## config.mk

```make
export PLATFORM = sky130hd
export DESIGN_NAME = ifetch_unit
export DESIGN_NICKNAME = d
export VERILOG_FILES = /design/src/rtl/ifu_pkg.sv /design/src/rtl/ifu_skid_fifo.sv /design/src/rtl/ifetch_unit.sv
export SDC_FILE = /design/constraint.sdc
export NUM_CORES = 1
export LEC_CHECK = 0
export CAP_MARGIN = 10
export CORE_ASPECT_RATIO = 1.75
export CORE_MARGIN = 2
export CORE_UTILIZATION = 54
export CTS_BUF_LIST = sky130_fd_sc_hd__clkbuf_4 sky130_fd_sc_hd__clkbuf_8
export CTS_CLUSTER_DIAMETER = 60
export CTS_CLUSTER_SIZE = 28
export DETAILED_ROUTE_END_ITERATION = 16
export PLACE_DENSITY = 0.87
export REMOVE_ABC_BUFFERS = 1
export SLEW_MARGIN = 20
export SYNTH_ARGS = -nofsm -noshare
export SYNTH_HDL_FRONTEND = slang
export SYNTH_HIERARCHICAL = 1
export SYNTH_SLANG_ARGS = --single-unit
export TNS_END_PERCENT = 10
```

## constraint.sdc

```tcl
create_clock -name clk -period 3.1 [get_ports clk]
set_input_delay 0.62 -clock clk [delete_from_list [all_inputs] [get_ports clk]]
set_output_delay 0.62 -clock clk [all_outputs]
set_load 0.01 [all_outputs]
```

## src/rtl/ifu_pkg.sv

```systemverilog
// Shared types and constants for the instruction fetch unit.
// The optional perf counters are enabled with IFU_PERF_CNT_EN (see ifetch_unit).
package ifu_pkg;

   localparam int unsigned XLEN         = 32;
   localparam logic [31:0] RESET_PC_DEF = 32'h0000_0000;
   localparam logic [31:0] INS_NOP      = 32'h0000_0013;

   typedef struct packed {
      logic [XLEN-1:0] pc;
      logic [XLEN-1:0] ins;
   } ifu_entry_t;

   typedef enum logic {
      BOOT = 1'b0,
      RUN  = 1'b1
   } ifu_state_e;

endpackage

```

## src/rtl/ifu_skid_fifo.sv

```systemverilog
// Two-entry FIFO of fetched {pc, ins} pairs between the ROM and decode.
// The caller never pushes when full without a pop, and never pops when empty.
module ifu_skid_fifo
   import ifu_pkg::*;
(
   input  logic       clk,
   input  logic       rst_n,
   input  logic       i_push,
   input  ifu_entry_t i_entry,
   input  logic       i_pop,
   input  logic       i_flush,
   output ifu_entry_t o_head,
   output logic [1:0] o_count
);

   ifu_entry_t r_head;
   ifu_entry_t r_tail;
   logic [1:0] r_count;

   // Shift organisation: the head register always holds the oldest entry.
   always_ff @(posedge clk or negedge rst_n) begin
      if (!rst_n) begin
         r_head  <= '0;
         r_tail  <= '0;
         r_count <= 2'd0;
      end else if (i_flush) begin
         r_count <= 2'd0;
      end else begin
         case ({i_push, i_pop})
            2'b10: begin
               if (r_count == 2'd0) r_head <= i_entry;
               else                 r_tail <= i_entry;
               r_count <= r_count + 2'd1;
            end
            2'b01: begin
               r_head  <= r_tail;
               r_count <= r_count - 2'd1;
            end
            2'b11: begin
               if (r_count == 2'd2) begin
                  r_head <= r_tail;
                  r_tail <= i_entry;
               end else begin
                  r_head <= i_entry;
               end
            end
            default: ;
         endcase
      end
   end

   assign o_head  = r_head;
   assign o_count = r_count;

endmodule

```

## src/rtl/ifetch_unit.sv

```systemverilog
// Instruction fetch: owns the PC, reads the combinational ROM and buffers
// fetched words for decode. Define IFU_PERF_CNT_EN to add fetch/flush counters.
module ifetch_unit
   import ifu_pkg::*;
#(
   parameter logic [31:0] RESET_PC = RESET_PC_DEF,
   parameter int unsigned ADDR_W   = 14
) (
   input  logic              clk,
   input  logic              rst_n,
   output logic [ADDR_W-1:0] rom_addr,
   input  logic [31:0]       rom_data,
   input  logic              redirect_valid,
   input  logic [31:0]       redirect_pc,
   output logic              id_valid,
   input  logic              id_ready,
   output logic [31:0]       id_pc,
   output logic [31:0]       id_ins
`ifdef IFU_PERF_CNT_EN
   ,
   output logic [31:0]       perf_fetch_cnt,
   output logic [31:0]       perf_flush_cnt
`endif
);

   ifu_state_e r_state;
   logic [31:0] r_pc;
   logic        w_pop;
   logic        w_fire;
   logic [1:0]  w_count;
   ifu_entry_t  w_head;
   ifu_entry_t  w_push_entry;

   assign rom_addr     = r_pc[ADDR_W+1:2];
   assign id_valid     = (w_count != 2'd0);
   assign w_pop        = id_valid & id_ready;
   assign w_fire       = (r_state == RUN) & ~redirect_valid & ((w_count != 2'd2) | w_pop);
   assign w_push_entry = '{pc: r_pc, ins: rom_data};
   assign id_pc        = id_valid ? w_head.pc  : 32'h0000_0000;
   assign id_ins       = id_valid ? w_head.ins : INS_NOP;

   // BOOT lasts exactly one cycle; a redirect is honoured even there.
   always_ff @(posedge clk or negedge rst_n) begin
      if (!rst_n) begin
         r_state <= BOOT;
         r_pc    <= RESET_PC;
      end else begin
         r_state <= RUN;
         if (redirect_valid) r_pc <= redirect_pc & ~32'h0000_0003;
         else if (w_fire)    r_pc <= r_pc + 32'd4;
      end
   end

   ifu_skid_fifo u_fifo (
      .clk     (clk),
      .rst_n   (rst_n),
      .i_push  (w_fire),
      .i_entry (w_push_entry),
      .i_pop   (w_pop),
      .i_flush (redirect_valid),
      .o_head  (w_head),
      .o_count (w_count)
   );

`ifdef IFU_PERF_CNT_EN
   logic [31:0] r_fetch_cnt;
   logic [31:0] r_flush_cnt;

   always_ff @(posedge clk or negedge rst_n) begin
      if (!rst_n) begin
         r_fetch_cnt <= 32'd0;
         r_flush_cnt <= 32'd0;
      end else begin
         if (w_fire)         r_fetch_cnt <= r_fetch_cnt + 32'd1;
         if (redirect_valid) r_flush_cnt <= r_flush_cnt + 32'd1;
      end
   end

   assign perf_fetch_cnt = r_fetch_cnt;
   assign perf_flush_cnt = r_flush_cnt;
`endif

endmodule

```

# Word-level counts from Yosys, hierarchy flattened
# Cells that the tools add are included.
# classes
n_addsub,3
eq_ne,8
mux,12
bitwise,5
reduce_logical,8
# ops
operator,n
two-way mux 64 bit,4
one-hot mux 64 bit (3 select lines),1
two-way mux 32 bit,4
one-hot mux 64 bit (2 select lines),1
"adder 32 x 3 -> 32 bit, second input constant",1
"== test 2 bit, second input constant",3
nonzero test 2 bit,3
nonzero test 3 bit,2
"inequality test 2 x 1 -> 1 bit, second input constant",2
"inequality test 2 bit, second input constant",2
one-hot mux 2 bit (2 select lines),1
AND reduction 4 bit,1
AND 1 bit,3
AND reduction 3 bit,1
"adder 2 x 1 -> 2 bit, second input constant",1
"== test 2 x 1 -> 1 bit, second input constant",1
logical NOT 2 bit,1
two-way mux 2 bit,1
"subtractor 2 x 1 -> 2 bit, second input constant",1
NOT 1 bit,1
OR 1 bit,1
# totals
ff_bits,163
out_inout_bits,79
elab_cells,43

# Depth between registers and ports, before layout
# logic_depth
depth_word,7
depth_mapped,13
ltp_nobuf,7

# Cells and area by module
# Netlist, hierarchy kept.
# by_module_without_submodules
module,n_inst,cells_per_inst,area_per_inst_um2,seq_area_each_um2
ifu_skid_fifo,1,428,5451.5,3253.1
ifetch_unit,1,310,2497.4,775.7

# Worst setup path before layout
# Ideal clock, no wire load.
# synth_path
kind,input port to flip-flop
from,in id_ready
to,"reg u_fifo.r_head, in the netlist u_fifo/o_head[20]"
setup_ns,0.083
t_arrival_ns,2.846
slack_ns,0.171
stages,13
path_buffers,6
path_cell_list,or3b_2 buf_6 nand2_1 clkbuf_1 buf_6 nor2_1 nor3b_1 o21bai_1 buf_2 buf_2 clkbuf_1 nand2_1 o21ai_0
# synth_between
elab_chain_len,6
word_cells_on_any_way,10
cone_classes,4 x eq/ne; 1 x mux; 3 x bitwise; 2 x reduce/logical
# synth_rtl
element,line_no,rtl
from (decl),ifetch_unit.sv:16,"input logic id_ready,"
AND 1 bit (*),ifetch_unit.sv:36,assign w_pop = id_valid & id_ready;
OR 1 bit (*),ifetch_unit.sv:37,assign w_fire = (r_state == RUN) & ~redirect_valid & ((w_count != 2'd2) | w_pop);
AND 1 bit (*),ifetch_unit.sv:37,
named net w_fire,ifetch_unit.sv:29,logic w_fire;
== test 2 bit or == test 2 x 1 -> 1 bit (tied branches),ifu_skid_fifo.sv:29,"case ({i_push, i_pop})"
inequality test 2 x 1 -> 1 bit (no line) or nonzero test 3 bit (tied branches),--,
AND reduction 3 bit (no line),--,
to (signal assigned),ifu_skid_fifo.sv:31,if (r_count == 2'd0) r_head <= i_entry;
to (signal assigned),ifu_skid_fifo.sv:36,r_head <= r_tail;
to (signal assigned),ifu_skid_fifo.sv:41,r_head <= r_tail;
to (decl),ifu_skid_fifo.sv:16,ifu_entry_t r_head;
# Mark *: on every way through the listed nets, which the timed path passes. The rest lies on a longest branch.
# A chain may end at the register's enable or synchronous reset.

# Worst setup path after layout
# layout_path
from,"reg u_fifo.r_count[0], in the netlist u_fifo/o_count[0]"
to,out id_pc[30]
# layout_between
elab_chain_len,2
# layout_rtl
element,line_no,rtl
from (decl),ifu_skid_fifo.sv:18,logic [1:0] r_count;
from (signal assigned),ifu_skid_fifo.sv:33,r_count <= r_count + 2'd1;
from (signal assigned),ifu_skid_fifo.sv:37,r_count <= r_count - 2'd1;
nonzero test 2 bit,ifetch_unit.sv:35,assign id_valid = (w_count != 2'd0);
two-way mux 32 bit,ifetch_unit.sv:39,assign id_pc = id_valid ? w_head.pc : 32'h0000_0000;
to (decl),ifetch_unit.sv:17,"output logic [31:0] id_pc,"
# Every way passes these cells.

==> summary.md <==
| Metric | Value |
|---|---|
| Final Power | `7.76 mW` |
| H-tree Lvls | `4` |
| Power per Cell Area | `785 mW/mm^2` |
| Drt first pass iters | `4` |
| Pre-CTS setup slack | `0.156 ns` |
| Largest net degree at the start of global routing | `113` |
| Status | `finished, final reports clean` |
| # hold bufs at CTS | `0` |
| Clk sink count | `161` |
| Gr ovfl total | `0` |
| Skew-Pair Late Insertion Delay | `0.45 ns` |
| Num CTS Buffers | `17` |
| DRC Markers | `0` |
| Die ar. | `0.0157 mm^2` |
| Critical path endpoint | `id_pc[30]` |
| Vias in the first global route | `5699` |
| WL per Instance | `16.5 um` |
| Via-to-Cell Ratio | `5.56` |
| Hold/Removal Path Class | `input port to asynchronous set/reset pin` |
| Rows | `58` |
| Relative slew slack | `0.498` |
| Peak supply drop | `0.389 mV` |
| Leading cell type by number of instances after synthesis | `dfrtp_1` |
| Cell taking the most area after synthesis | `dfrtp_1` |
| Clock tree buffer depth | `2` |
| CP Launch Point | `u_fifo/o_count[0]` |
| Post CTS Setup Buffer Count | `0` |
| Leak | `4.47 nW` |
| Final worst path period share | `0.922` |
| Fin. Hold Viols | `0` |
| Final setup margin | `0.241 ns` |
| Avg Cell Area, Syn | `10.8 um^2` |
| ANT nets after route | `0` |
| Vias | `5872` |
| Top cells by count, synth | `dfrtp_1 (161), nand2_1 (83), o21ai_0 (69)` |
| R2R Setup Slk | `0.56 ns` |
| Req. time, crit path | `2.48 ns` |
| Core Box Area | `0.0144 mm^2` |
| Share of the synthesized area in the top cell type | `0.507` |
| Worst Tran Pin Value | `0.753 ns` |
| Die height | `165 um` |
| Ys Warns | `6` |
| Initial Utilization | `0.553` |
| Area grow syn2layout | `24.3%` |
| Initial antenna violation count | `0` |
| Endpoints failing setup | `0` |
| GRT Util Overall | `0.231` |
| Tmin final | `2.86 ns` |
| DRT iter0 DRCs | `284` |
| I/O pins | `147` |
| Sequential share of the synthesized area | `0.507` |
| Post-CTS Resized | `0` |
| CP Capture Type | `output pin` |
| Final hold slack | `0.193 ns` |
| Wirelength, routed | `17500 um` |
| First-pass GRT wire length | `28200 um` |
| Clk slew on worst S/H paths | `0.09 ns` |
| Setup Crit Path Kind | `flop to output pin` |
| Placer Congestion | `0.849` |
| CTS tree | `built` |
| Fin. max-slew vios | `0` |
| Post-synth top flop | `dfrtp_1` |
| Layout fillers | `1081` |
| Peak fanout along the critical path | `58` |
| Startpoint Class | `flop` |
| DIE WIDTH | `95.7 um` |
| Synthesis-stage register bit count | `161` |
| Reg-to-Reg End | `u_fifo/r_tail[15]` |
| Root buf cell | `clkbuf_8` |
| RSZ-0062 raised after global routing | `false` |
| FF-to-FF Start | `u_fifo/o_count[0]` |
| Top cells by area in the synthesized netlist | `dfrtp_1 (51%), mux2_2 (8.2%), mux2i_1 (8.2%)` |
| Post-synthesis cell count | `738` |
| Synth cell types | `50` |
| Reg2reg path depth | `7` |
| Port bufs | `144` |
| Max_cap viols | `0` |
| Clk_skew | `0.0127 ns` |
| Antenna Cells | `0` |
| Final core utilization | `0.688` |
| Fmax | `350 MHz` |
| EDFF count, synth | `0` |
| Worst EP arrival | `2.24 ns` |
| Nets@finish | `933` |
| DP HPWL | `12000 um` |
| Mapped Area | `0.00795 mm^2` |
| Post-synthesis async set-or-reset flop share | `1.00` |
| Layout cell share with drive strength beyond 1 | `0.144` |
[cells by family (layout without fill, tap and decap cells)]
kind of cell | count (synthesis) | in the layout | share of synthesized area
flops | 161 | 161 | 0.507
fa+ha+maj | 1 | 1 | 0.00157
compound gates | 120 | 120 | 0.0856
buf+inv | 64 | 200 | 0.0494
other cells | 2 | 5 | 0.000945
mux | 129 | 129 | 0.173
xor+xnor | 9 | 9 | 0.00992
simple gates | 252 | 252 | 0.173
[state kept, by name, indices dropped and copies added (netlist names)]
register        count
r_state             1
u_fifo/r_tail      64
u_fifo/o_count      2
r_pc               30
u_fifo/o_head      64
[cell usage in the layout (no fill, tap or decap), types with 6 or more instances in the layout]
cell type / Yosys / routed
dfrtp_1: 161 / 161
and2_1: 63 / 63
nor2b_1: 6 / 6
xor2_1: 7 / 7
clkdlybuf4s50_1: 0 / 143
mux2i_1: 65 / 65
a31oi_1: 16 / 16
or4_1: 15 / 15
mux2_1: 6 / 6
nor2_1: 23 / 23
o21ai_0: 69 / 68
buf_12: 0 / 6
buf_4: 20 / 15
o31ai_1: 12 / 12
o21ai_1: 10 / 10
nand4_1: 10 / 10
nand2_1: 83 / 83
mux2_2: 58 / 58
nand3_1: 19 / 19
clkbuf_8: 0 / 18
[metal layers]
metal  wire, um  track usage  up-vias
met2       9280        0.403      162
met4        467       0.0935        0
met3        681       0.0424       33
li1           -            -     2838
met5          0            0        -
met1       7030        0.276     2839
[cell type report]
class	instances	area [um^2]	area share
clock inverter	13	126	0.0128
multi-input combinational	516	3560	0.360
sequential	161	4030	0.408
timing repair buffer	165	1680	0.170
inverter	3	11.3	0.00114
tap	180	225	0.0228
clock buffer	19	255	0.0258
[per-stage QoR]
| step | setup TNS (ns) | std cells | instance area (um^2) |
|---|---|---|---|
| after floorplan | -404.62 | 680 | 7580 |
| after global placement | 0 | 1025 | 9500 |
| after detailed placement | 0 | 1025 | 9500 |
| after CTS | 0 | 1057 | 9880 |
| after global routing | 0 | 1057 | 9880 |
| final | 0 | 1057 | 9880 |
[report_power, final]
part / internal (mW) / leakage (nW) / switching (mW) / total [mW]
clock: 0.678 / 0.195 / 0.791 / 1.47
sequential: 2.94 / 1.96 / 0.460 / 3.40
combinational: 1.58 / 2.31 / 1.31 / 2.89
total: 5.19 / 4.47 / 2.56 / 7.76
[how the worst min path moves through the flow]
stage | cells after the start | slack [ns] | endpoint
floorplan | 0 | 0.32 | r_pc[10]
global placement | 2 | 0.45 | u_fifo/o_head[16]
detailed placement | 2 | 0.46 | u_fifo/o_head[8]
CTS | 1 | 0.22 | u_fifo/o_head[45]
global route | 1 | 0.24 | u_fifo/o_head[45]
finish | 1 | 0.19 | u_fifo/r_tail[45]
[worst max-delay path: stages (launching register included)]
cell and delay, ns:
dfrtp_1 0.47, or2_2 0.41, buf_12 0.22, and2_1 0.20
clkdlybuf4s50_1 0.48
Power figures use the tool's default switching activity.
